File: src/rtl/maxpool_1d_stream_if.sv
// maxpool_1d_stream_if: input and pooled-output valid/ready streams; MAXPOOL_LAST_EN adds y_last
interface maxpool_1d_stream_if #(parameter int W = 16);
    logic signed [W-1:0] x_data;
    logic                x_valid;
    logic                x_ready;
    logic signed [W-1:0] y_data;
    logic                y_valid;
    logic                y_ready;
`ifdef MAXPOOL_LAST_EN
    logic                y_last;
    modport master (output x_data, x_valid, y_ready, input x_ready, y_data, y_valid, y_last);
    modport slave  (input x_data, x_valid, y_ready, output x_ready, y_data, y_valid, y_last);
`else
    modport master (output x_data, x_valid, y_ready, input x_ready, y_data, y_valid);
    modport slave  (input x_data, x_valid, y_ready, output x_ready, y_data, y_valid);
`endif
endinterface

File: src/rtl/maxpool_1d_stream.sv
// maxpool_1d_stream: streaming 1-D signed max-pool, window/stride P over N-word vectors; MAXPOOL_LAST_EN adds y_last
module maxpool_1d_stream #(
    parameter int N = 27,
    parameter int P = 3,
    parameter int W = 16
) (
    input  logic                 clk,
    input  logic                 reset,
    maxpool_1d_stream_if.slave   s
);
    localparam int WC = (P > 1) ? $clog2(P) : 1;
    localparam int VC = (N > 1) ? $clog2(N) : 1;
    logic [WC-1:0]       win_cnt;
    logic [VC-1:0]       vec_cnt;
    logic signed [W-1:0] run_max;
    logic signed [W-1:0] cand;
    logic signed [W-1:0] y_data_q;
    logic                y_valid_q;
    logic                rdy;
    logic                xfer;
    logic                vec_end;
    logic                close;
`ifdef MAXPOOL_LAST_EN
    logic                y_last_q;
    assign s.y_last = y_last_q;
`endif
    assign s.x_ready = rdy;
    assign s.y_data  = y_data_q;
    assign s.y_valid = y_valid_q;
    // handshake, window-close detect and the max including the word being accepted
    always_comb begin
        rdy     = reset & (~y_valid_q | s.y_ready);
        xfer    = s.x_valid & rdy;
        vec_end = vec_cnt == VC'(N - 1);
        close   = (win_cnt == WC'(P - 1)) | vec_end;
        cand    = (win_cnt == '0 || s.x_data > run_max) ? s.x_data : run_max;
    end
    // window/vector counters and running max advance only on accepted words
    always_ff @(posedge clk) begin
        if (!reset) begin
            win_cnt <= '0;
            vec_cnt <= '0;
            run_max <= '0;
        end else if (xfer) begin
            run_max <= cand;
            win_cnt <= close ? '0 : win_cnt + 1'b1;
            vec_cnt <= vec_end ? '0 : vec_cnt + 1'b1;
        end
    end
    // output register loads on window close, otherwise drains on consumption
    always_ff @(posedge clk) begin
        if (!reset) begin
            y_data_q  <= '0;
            y_valid_q <= 1'b0;
`ifdef MAXPOOL_LAST_EN
            y_last_q  <= 1'b0;
`endif
        end else if (xfer && close) begin
            y_data_q  <= cand;
            y_valid_q <= 1'b1;
`ifdef MAXPOOL_LAST_EN
            y_last_q  <= vec_end;
`endif
        end else if (y_valid_q && s.y_ready) begin
            y_valid_q <= 1'b0;
        end
    end
endmodule

File: src/flat_wrapper.sv
// flat-port wrapper written by rule: the top's interface ports become plain ports
module maxpool_1d_stream_flat 
#(
    parameter int N = 27,
    parameter int P = 3,
    parameter int W = 16
)
  (clk, reset, s_x_data, s_x_valid, s_y_ready, s_x_ready, s_y_data, s_y_valid);
  maxpool_1d_stream_if #(.W(W)) s_i ();
  input  logic clk;
  input  logic reset;
  input wire logic [$bits(s_i.x_data)-1:0] s_x_data;
  input wire logic [$bits(s_i.x_valid)-1:0] s_x_valid;
  input wire logic [$bits(s_i.y_ready)-1:0] s_y_ready;
  output wire logic [$bits(s_i.x_ready)-1:0] s_x_ready;
  output wire logic [$bits(s_i.y_data)-1:0] s_y_data;
  output wire logic [$bits(s_i.y_valid)-1:0] s_y_valid;
  assign s_i.x_data = s_x_data;
  assign s_i.x_valid = s_x_valid;
  assign s_i.y_ready = s_y_ready;
  assign s_x_ready = s_i.x_ready;
  assign s_y_data = s_i.y_data;
  assign s_y_valid = s_i.y_valid;
  maxpool_1d_stream #(.N(N), .P(P), .W(W)) u_core (.clk(clk), .reset(reset), .s(s_i));
endmodule
File: config.mk
export PLATFORM = sky130hd
export DESIGN_NAME = maxpool_1d_stream_flat
export DESIGN_NICKNAME = d
export VERILOG_FILES = /design/src/rtl/maxpool_1d_stream_if.sv /design/src/rtl/maxpool_1d_stream.sv /design/src/flat_wrapper.sv
export SDC_FILE = /design/constraint.sdc
export NUM_CORES = 1
export LEC_CHECK = 0
export CAP_MARGIN = 20
export CORE_MARGIN = 2
export CORE_UTILIZATION = 26
export DETAILED_ROUTE_END_ITERATION = 10
export GPL_TIMING_DRIVEN = 0
export PLACE_DENSITY = 0.5
export SETUP_SLACK_MARGIN = 0.3
export SYNTH_ARGS = -nofsm -noshare
export SYNTH_HDL_FRONTEND = slang
export SYNTH_SLANG_ARGS = --single-unit
File: constraint.sdc
create_clock -name clk -period 3.06 [get_ports clk]
set_input_delay 0.612 -clock clk [delete_from_list [all_inputs] [get_ports clk]]
set_output_delay 0.612 -clock clk [all_outputs]
set_load 0.005 [all_outputs]
==> metrics.md, run 1 <==
| Metric | Value |
|---|---|
| Rel. slew slack | about 58% |
| Switching part of the total power | between 20% and 30% |
| Total global-route track usage | between 10 and 15% |
| Overall power | between 1000 and 1500 uW |
| Reg2reg setup slack | roughly 0.8 ns |
| Die H | a little under 100 um |
| HP Start | u_core.run_max[6] |
| Sink Count | 40 |
| CTS tree | done |
| Net count after synthesis | roughly 280 |
| Outcome | complete, no violations |
| Synthesized area per cell | 9.06 um^2 |
| Nets | 342 |
| Ratio of cells with drive above 1 in the final layout | ~15% |
| Diodes inserted | 0 |
| Min-Delay Endpoint | u_core.run_max[6] |
| Worst R2R Path Depth | 10 |
| Met1 usage | a little under a fifth |
| CP Launch Type | primary input |
| Met3 global-route usage | 2.90% |
| Crit end category | output port |
| Int Pwr | between 800 and 900 uW |
| Worst-path maximum fanout | 10 |
| Residual DRC | 0 |
| Worst path arrival time | 2.08 ns |
| Fin cells | 408 |
| Max-Cap Viols | 0 |
| Max VDD drop | about 0.15 mV |
| Final hold vios | 0 |
| Antenna viol nets, final | 0 |
| Met2 Usage GRT | 22.7% |
| WHS | 0.461 ns |
| Area delta synth->final | 38.4% |
| Synth unique cells | 39 |
| # fillers | a little under 900 |
| Power share of the combinational group | 19.5% |
| Num rows | 33 |
| Die ar. | around 9300 um^2 |
| Worst skew pair latency | 0.30 ns |
| Initial DRC count | between 40 and 50 |
| Grt ovf | 0 |
| Sequential power share | 48.2% |
| WL final | ~6100 um |
| Port bufs | 37 |
| Initial antenna violation count | 0 |
| First-pass GRT wire length | slightly below 10000 um |
| Cell Pwr Density | 378 nW/um^2 |
| Hold Crit Class | reg -> reg |
| DR vias | slightly below 2000 |
| Area occupied by multi-input gates | roughly 1300 um^2 |
| Critical Path RT | ~2.5 ns |
| First-pass DRT Iterations | 4 |
| Final Cycle Share | 88.0% |
| R2R Path End | u_core.run_max[9] |
| # IOs | 38 |
| Vias per cell | 4.83 |
| Die width | between 90 and 100 um |
| CTS clk-pin slew, worst paths | ~0.08 ns |
| H-tree depth | 2 |
| GR peak layer | met2 |
| Vias in the first global route | 1957 |
| Worst reg2reg startpoint | u_core.run_max[3] |
| Root Driver | clkbuf_8 |
| Tmin final | ~2.7 ns |
| GP Congestion | around 0.74 |
| CTS max path bufs | 2 |
| Switch Pwr | about 320 uW |
| Setup Skew | around 0.0062 ns |
| Critical path class | in -> out |
| Cts hold-fix bufs | 0 |
| Register area | 801 um^2 |
| Placed cell count | 386 |
| Fmax | 371 MHz |
| Setup violations, final | 0 |
| Initial core utilization | 26.9% |
| Cells after synthesis | 244 |
| Largest net degree at the start of global routing | 12 |
| Flops & latches, synth | 40 |
| RSZ-0062 raised after global routing | yes |
| Worst slew pin tran | roughly 0.63 ns |
| Total CTS buffers | 5 |
| Post-synthesis sequential area ratio | between 30% and 40% |
| Post-synthesis instance area | between 2000 and 2500 um^2 |
| Wire per inst | 15.0 um |
| Max Slew Vio Count | 0 |
| Clk pwr share | 32.3% |
| Hold Path Stages | 2 |
| Dpl hpwl | ~4200 um |
| Core box area | 8220 um^2 |
| Synthesis Warnings | 0 |
| LEAKAGE | approximately 0.0012 uW |
## synthesized netlist by cell type (all sizes together)
library cell  number  area share [%]
nand2             21             3.6
nor4b              1            0.40
nand4b             1            0.40
inv               35             5.9
xor2               3             1.2
nor4               1            0.28
nor2               6             1.0
a22oi              1            0.34
and2               2            0.57
and4               1            0.40
and3               2            0.57
nand2b             2            0.57
nor2b              3            0.85
buf                5             1.4
o211ai             2             1.3
o311ai            15             5.9
ha                20              11
a21o               2            0.68
mux2i             16             7.2
a21oi              5             1.3
nor3               1            0.23
nand3             18             4.1
nand4              4             1.1
a311oi             1             1.2
nor3b              1            0.34
o21ai              1            0.23
xnor2              1            0.40
a211oi             1            0.34
a221oi             1            0.68
dfxtp             40              36
a21boi             1            0.34
o221ai             1            0.40
o21a               2            0.68
o2111ai           17             6.7
clkbuf            10             1.7
## kinds of logic (layout without fill, tap and decap cells)
logic type,Yosys count,in the layout,synth area share (%)
DFF,40,40,36.2
muxes,16,16,7.25
buffers and inverters,50,109,9.06
and+or+nand+nor,64,64,14.4
xor gates and xnor gates,4,4,1.59
adders and majority gates,20,20,11.3
AOI/OAI and AO/OA,50,50,20.2
## through the flow
step	TNS (ns)	utilization [%]	setup slack (ns)	cell area, um^2
2_1_floorplan	0	-	0.675	2210
5_1_grt	0	37.2	0.272	3060
3_3_place_gp	-7.99	33.0	-0.412	2710
3_5_place_dp	-7.71	33.0	-0.403	2710
4_1_cts	0	35.3	0.186	2900
6_report	0	37.2	0.366	3060
## power groups by stage
stage,Clock (uW),Combinational [uW],Sequential [uW]
6_report,374,226,557
5_1_grt,405,251,561
4_1_cts,388,207,557
3_5_place_dp,0,191,570
3_3_place_gp,0,189,569
2_1_floorplan,0,118,567
## layout by cell type (no fill, tap or decap), drive strengths merged, types with 15 or more instances in the layout
cell / instances
inv: 35
o2111ai: 17
nand2: 21
clkdlybuf4s50: 36
mux2i: 16
dfxtp: 40
o311ai: 15
nand3: 18
ha: 20
clkbuf: 19
buf: 18
## flip-flops by register name (all words and copies together), names as in the netlist
register and flops:
u_core.run_max 16, u_core.s.y_data 16, u_core.s.y_valid 1, u_core.vec_cnt 5, u_core.win_cnt 2
## worst max-delay path, stage by stage
cell and delay [ns]:
clkdlybuf4s50_1 0.51, buf_6 0.16, buf_4 0.18, and2_1 0.13, clkdlybuf4s50_1 0.49
## timing repair
item,CTS,global route
gates cloned,0,1
endpoints found under the setup margin,33,13
setup buffers,6,7
resized for setup,10,22
pin swaps,2,6
## final cells by class
type / instances / area share (%)
Timing Repair Buffer: 51 / 16.2
Buffer: 15 / 3.15
Tap cell: 105 / 4.30
Clock buffer: 8 / 2.95
Sequential cell: 40 / 26.2
Inverter: 35 / 4.30
Multi-Input combinational cell: 154 / 42.9
## worst max path at each step
stage	from	end	slack [ns]	cells past startpoint
2_1_floorplan	s_x_data[7]	u_core.s.y_data[10]	0.68	7
3_3_place_gp	s_x_data[15]	u_core.s.y_data[12]	-0.41	7
3_5_place_dp	s_x_data[15]	u_core.s.y_data[14]	-0.40	7
4_1_cts	reset	s_x_ready	0.19	5
5_1_grt	reset	s_x_ready	0.27	5
6_report	reset	s_x_ready	0.37	5
## routing by layer
layer  share of wire, %  up-vias
met2                 45       28
li1                   -      998
met5                  0        -
met4                1.0        0
met3                3.5        7
met1                 50      937
No activity file was read; power rests on OpenSTA's default activity.
==> run 2, diff against run 1 <==
--- a/config.mk
+++ b/config.mk
@@ -6,7 +6,7 @@
 export NUM_CORES = 1
 export LEC_CHECK = 0
 export CAP_MARGIN = 20
-export CORE_MARGIN = 2
+export CORE_MARGIN = 3
 export CORE_UTILIZATION = 26
 export DETAILED_ROUTE_END_ITERATION = 10
 export GPL_TIMING_DRIVEN = 0
==> constraint.sdc (replaced) <==
create_clock -name clk -period 2.6 [get_ports clk]
set_input_delay 0.52 -clock clk [delete_from_list [all_inputs] [get_ports clk]]
set_output_delay 0.52 -clock clk [all_outputs]
set_load 0.005 [all_outputs]
==> metrics.md, run 2 (synthesis results as in run 1) <==
| Metric | Value |
|---|---|
| Worst setup margin | between 0.3 and 0.4 ns |
| Switching part of the total power | between 20% and 30% |
| Worst skew pair latency | approximately 0.30 ns |
| Critical path class | in -> out |
| Root Driver | clkbuf_8 |
| Worst R2R Path Depth | 10 |
| Power share of the combinational group | a little over a fifth |
| Critical Path RT | 2.08 ns |
| R2R Path End | u_core.run_max[0] |
| CTS max path bufs | 2 |
| Setup violations, final | 0 |
| DR vias | 2022 |
| GP Congestion | a little under 0.8 |
| Switch Pwr | between 400 and 500 uW |
| Overall power | about 1400 uW |
| Worst reg2reg startpoint | u_core.run_max[7] |
| CTS clk-pin slew, worst paths | roughly 0.080 ns |
| Final instance area | 3180 um^2 |
| # fillers | 797 |
| Crit end category | output port |
| Hold Crit Class | reg -> reg |
| Cell Pwr Density | 439 nW/um^2 |
| Total global-route track usage | 13.4% |
| CP endpoint | s_x_ready |
| Die H | just under 100 um |
| Die ar. | slightly below 10000 um^2 |
| RSZ-0062 raised after global routing | yes |
| Ratio of cells with drive above 1 in the final layout | 19.1% |
| LEAKAGE | about 0.0013 uW |
| Vias per cell | approximately 5 |
| Wire per inst | 15.4 um |
| Sink Count | 40 |
| Dpl ws | -0.779 ns |
| Dpl hpwl | roughly 4300 um |
| WL final | between 6000 and 7000 um |
| Worst-path maximum fanout | 4 |
| Tmin final | between 2 and 2.5 ns |
| Largest net degree at the start of global routing | 13 |
| Commonest cells after routing, fill and taps aside | 40 x dfxtp_1, 35 x inv_1, 21 x nand2_1 |
| Antenna viol nets, final | 0 |
| Core box area | around 8000 um^2 |
| Final setup TNS | 0 ns |
| Worst setup path startpoint | s_y_ready |
| Clk pwr share | between 30% and 40% |
| H-tree depth | 2 |
| Register area | ~800 um^2 |
| Max-Cap Viols | 0 |
| Rel. slew slack | between 50% and 60% |
| Grt ovf | 0 |
| Worst path arrival time | 1.71 ns |
| Vias in the first global route | about 2100 |
| First-pass DRT Iterations | 5 |
| Residual DRC | 0 |
| Reg2reg setup slack | 0.42 ns |
| Worst slew pin tran | 0.602 ns |
| Outcome | complete, no violations |
| Port bufs | 37 |
| Setup Skew | between 0.015 and 0.02 ns |
| Fmax | about 450 MHz |
| Final hold vios | 0 |
| Nets | ~340 |
| Int Pwr | ~1000 uW |
| Sequential power share | 47.0% |
| WHS | roughly 0.46 ns |
| Max VDD drop | approximately 0.21 mV |
| Initial core utilization | 27.7% |
| Diodes inserted | 0 |
| Area delta synth->final | 43.8% |
| Final Cycle Share | between 80% and 90% |
| Initial antenna violation count | 0 |
| Area post-placement | approximately 2700 um^2 |
| Initial DRC count | about 100 |
| Hold Path Stages | 2 |
| Area occupied by multi-input gates | between 1000 and 1500 um^2 |
| Cts hold-fix bufs | 0 |
| CTS tree | done |
| Num rows | 32 |
| Die width | 98.2 um |
| # IOs | 38 |
| Most common cell after layout, fill and taps aside | dfxtp_1 |
| First-pass GRT wire length | roughly 10000 um |
| Total CTS buffers | 5 |
| CP Launch Type | primary input |
| Max Slew Vio Count | 0 |
run 2: routing by layer:
metal  global-route usage [%]  vias up  wire [um]
met5                        0        -          0
met4                     5.46        0        106
met3                     2.43        7        262
met2                     21.7       40       3010
met1                     17.5      973       2850
li1                         -     1002          -
run 2: worst min path at each step:
| stage | from | end | slack (ns) |
|---|---|---|---|
| 3_5_place_dp | u_core.run_max[8] | u_core.run_max[8] | 0.46 |
| 5_1_grt | u_core.run_max[9] | u_core.run_max[9] | 0.49 |
| 4_1_cts | u_core.run_max[12] | u_core.run_max[12] | 0.47 |
| 2_1_floorplan | u_core.run_max[10] | u_core.run_max[10] | 0.44 |
| 6_report | u_core.run_max[15] | u_core.run_max[15] | 0.46 |
| 3_3_place_gp | u_core.run_max[15] | u_core.run_max[15] | 0.45 |
run 2: area by class of cell:
cell class                 count  area share [%]
buffer                        15            3.58
clock buffer                   7            2.72
clock inverter                 1           0.236
inverter                      35            4.13
multi-input combinational    154            43.9
sequential                    40            25.2
tap                          102            4.02
timing repair buffer          52            16.2
run 2: through the flow:
step	utilization (%)	cells
after floorplan	-	244
after global placement	34.0	383
after detailed placement	34.0	383
after CTS	38.9	404
after global routing	39.9	406
final	39.9	406
run 2: repair_timing:
action                                  in CTS  in global routing
cloned                                       1                  0
resized for setup                           52                 23
endpoints found under the setup margin      33                 33
pin swaps                                   17                  8
setup buffers                               12                  2
run 2: worst max-delay path, stage by stage:
cell             delay [ns]
clkdlybuf4s50_1        0.46
nand2b_4               0.12
and2_1                 0.12
clkdlybuf4s50_1        0.49
run 2: power by group through the flow:
stage                     sequential (uW)  combinational [uW]  clock [uW]
after floorplan                       667                 139           0
after global placement                669                 223           0
after detailed placement              670                 226           0
after CTS                             656                 280         461
after global routing                  660                 325         478
final                                 656                 291         448
==> run 3, diff against run 2 <==
--- a/config.mk
+++ b/config.mk
@@ -7,10 +7,10 @@
 export LEC_CHECK = 0
 export CAP_MARGIN = 20
 export CORE_MARGIN = 3
-export CORE_UTILIZATION = 26
+export CORE_UTILIZATION = 40
 export DETAILED_ROUTE_END_ITERATION = 10
 export GPL_TIMING_DRIVEN = 0
-export PLACE_DENSITY = 0.5
+export PLACE_DENSITY = 0.68
 export SETUP_SLACK_MARGIN = 0.3
 export SYNTH_ARGS = -nofsm -noshare
 export SYNTH_HDL_FRONTEND = slang
==> metrics.md, run 3 (synthesis results as in run 1) <==
| Metric | Value |
|---|---|
| Outcome | complete, no violations |
| First-pass DRT Iterations | 4 |
| Initial DRC count | ~120 |
| Crit-path cells | inv_2 -> ha_1 -> nand4_1 -> buf_4 -> a311oi_4 -> buf_4 -> o211ai_4 -> buf_12 -> mux2i_4 |
| Sequential power share | between 40 and 50% |
| Core box area | 5240 um^2 |
| Commonest cells after routing, fill and taps aside | 31 x dfxtp_1, 28 x inv_1, 21 x nand2_1 |
| LEAKAGE | about 0.0013 uW |
| Crit end category | flop |
| Total global-route track usage | around 20% |
| CP peak stage delay | approximately 0.34 ns |
| Die width | between 80 and 90 um |
| H-tree depth | 2 |
| CTS max path bufs | 2 |
| Setup Skew | roughly 0.0096 ns |
| Hold Path Stages | 2 |
| # fillers | approximately 430 |
| Die ar. | approximately 6500 um^2 |
| CP max-delay cell | dfxtp_2 |
| Nets | 346 |
| Worst slew pin tran | 0.576 ns |
| Grt ovf | 0 |
| Diodes inserted | 0 |
| Total CTS buffers | 5 |
| Antenna viol nets, final | 0 |
| Switching part of the total power | between 20 and 30% |
| Die H | roughly 80 um |
| First-pass GRT wire length | roughly 10000 um |
| Clk pwr share | between 30% and 40% |
| Delay-heaviest family, CP | buffers and inverters |
| Int Pwr | just over 1000 uW |
| Ratio of cells with drive above 1 in the final layout | between 20% and 30% |
| Port bufs | 37 |
| Placed cell count | 351 |
| Worst reg2reg startpoint | u_core.run_max[12] |
| CTS clk-pin slew, worst paths | 0.08 ns |
| Min-Delay Endpoint | u_core.run_max[5] |
| Rel. slew slack | 61.2% |
| Dpl hpwl | ~4000 um |
| Critical Path RT | ~2.8 ns |
| CP Launch Type | flop |
| Fin cells | 376 |
| WL final | 6390 um |
| Initial antenna violation count | 0 |
| Overall power | 1430 uW |
| Switch Pwr | 398 uW |
| Worst setup path startpoint | u_core.run_max[12] |
| Fmax | ~440 MHz |
| Reg2reg setup slack | around 0.34 ns |
| Worst-path maximum fanout | 5 |
| Root Driver | clkbuf_8 |
| Area delta synth->final | 42.6% |
| R2R Path End | u_core.run_max[9] |
| Vias in the first global route | ~2100 |
| RSZ-0062 raised after global routing | yes |
| Worst R2R Path Depth | 9 |
| DR vias | about 2100 |
| Cell Pwr Density | between 400 and 500 nW/um^2 |
| Power share of the combinational group | 22.1% |
| Max Slew Vio Count | 0 |
| Residual DRC | 0 |
| Critical path class | reg -> reg |
| Final hold vios | 0 |
| Sink Count | 40 |
| # IOs | 38 |
| Worst skew pair latency | approximately 0.29 ns |
| HP Start | u_core.run_max[5] |
| Final Cycle Share | roughly 87% |
| Vias per cell | 5.67 |
| Hold Crit Class | reg -> reg |
| Most used cell, CP | buf_4 |
| Wire per inst | about 17 um |
| Worst path arrival time | between 2 and 2.5 ns |
| Setup violations, final | 0 |
| GP Congestion | 0.837 |
| CTS tree | done |
| Tmin final | ~2.3 ns |
| Initial core utilization | 42.2% |
| Num rows | 26 |
| Most common cell after layout, fill and taps aside | dfxtp_1 |
| Largest net degree at the start of global routing | 12 |
| Max VDD drop | 0.330 mV |
| Critical path buffers and inverters | 4 |
| Max-Cap Viols | 0 |
run 3: cell count changes in the layout (fill, tap and decap cells not counted), moves of 6 or more:
cell | previous run | this run
clkbuf_2 | 5 | 11
inv_2 | 0 | 7
dfxtp_1 | 40 | 31
inv_1 | 35 | 28
buf_4 | 12 | 18
dfxtp_2 | 0 | 9
run 3: final cells by class:
cell class	count	area [um^2]	area share (%)
buffer	15	113	3.57
clock buffer	7	96.3	3.06
inverter	35	131	4.17
multi-input combinational	154	1440	45.7
sequential	40	812	25.8
tap	70	87.6	2.78
timing repair buffer	55	473	15.0
run 3: metrics by stage:
step	util (%)	setup TNS [ns]	hold WS [ns]	area (um^2)	worst slack [ns]
floorplan	-	0	0.438	2210	0.307
global placement	50.9	-15.49	0.445	2670	-0.612
detailed placement	50.9	-16.37	0.453	2670	-0.640
CTS	58.2	0	0.464	3050	0.299
global route	60.2	0	0.477	3150	0.271
finish	60.2	0	0.464	3150	0.335
run 3: power groups by stage:
stage	clock network, uW	logic, uW	registers [uW]
2_1_floorplan	0	139	667
3_3_place_gp	0	217	669
3_5_place_dp	0	224	671
4_1_cts	454	276	656
5_1_grt	483	342	664
6_report	450	316	661
run 3: repair_timing:
action / in CTS / in global routing
setup endpoints to repair: 33 / 33
hold endpoints to repair: 0 / 0
cloned: 1 / 0
resized for setup: 53 / 52
pin swaps: 21 / 13
hold buffers: 0 / 0
buffers inserted: 14 / 3
run 3: worst max path at each step:
stage                                     end  slack [ns]  depth (start not counted)
after global placement    u_core.s.y_data[12]       -0.61                          7
after CTS                           s_x_ready        0.30                          4
after floorplan           u_core.s.y_data[10]        0.31                          7
after detailed placement   u_core.s.y_data[7]       -0.64                          8
final                       u_core.run_max[9]        0.34                          9
after global routing        u_core.run_max[9]        0.27                          9
run 3: worst min-delay path, stage by stage, from the launching register on:
cell and delay, ns:
dfxtp_2 0.32, nand2_1 0.05, mux2i_1 0.06
run 3: routing by layer:
metal	vias to the layer above	global-route usage [%]	wire length, um	share of wire (%)
li1	1014	-	-	-
met1	1028	24.1	2770	43
met2	75	34.5	3190	50
met3	14	4.37	320	5.0
met4	0	7.09	112	1.8
met5	-	0	0	0
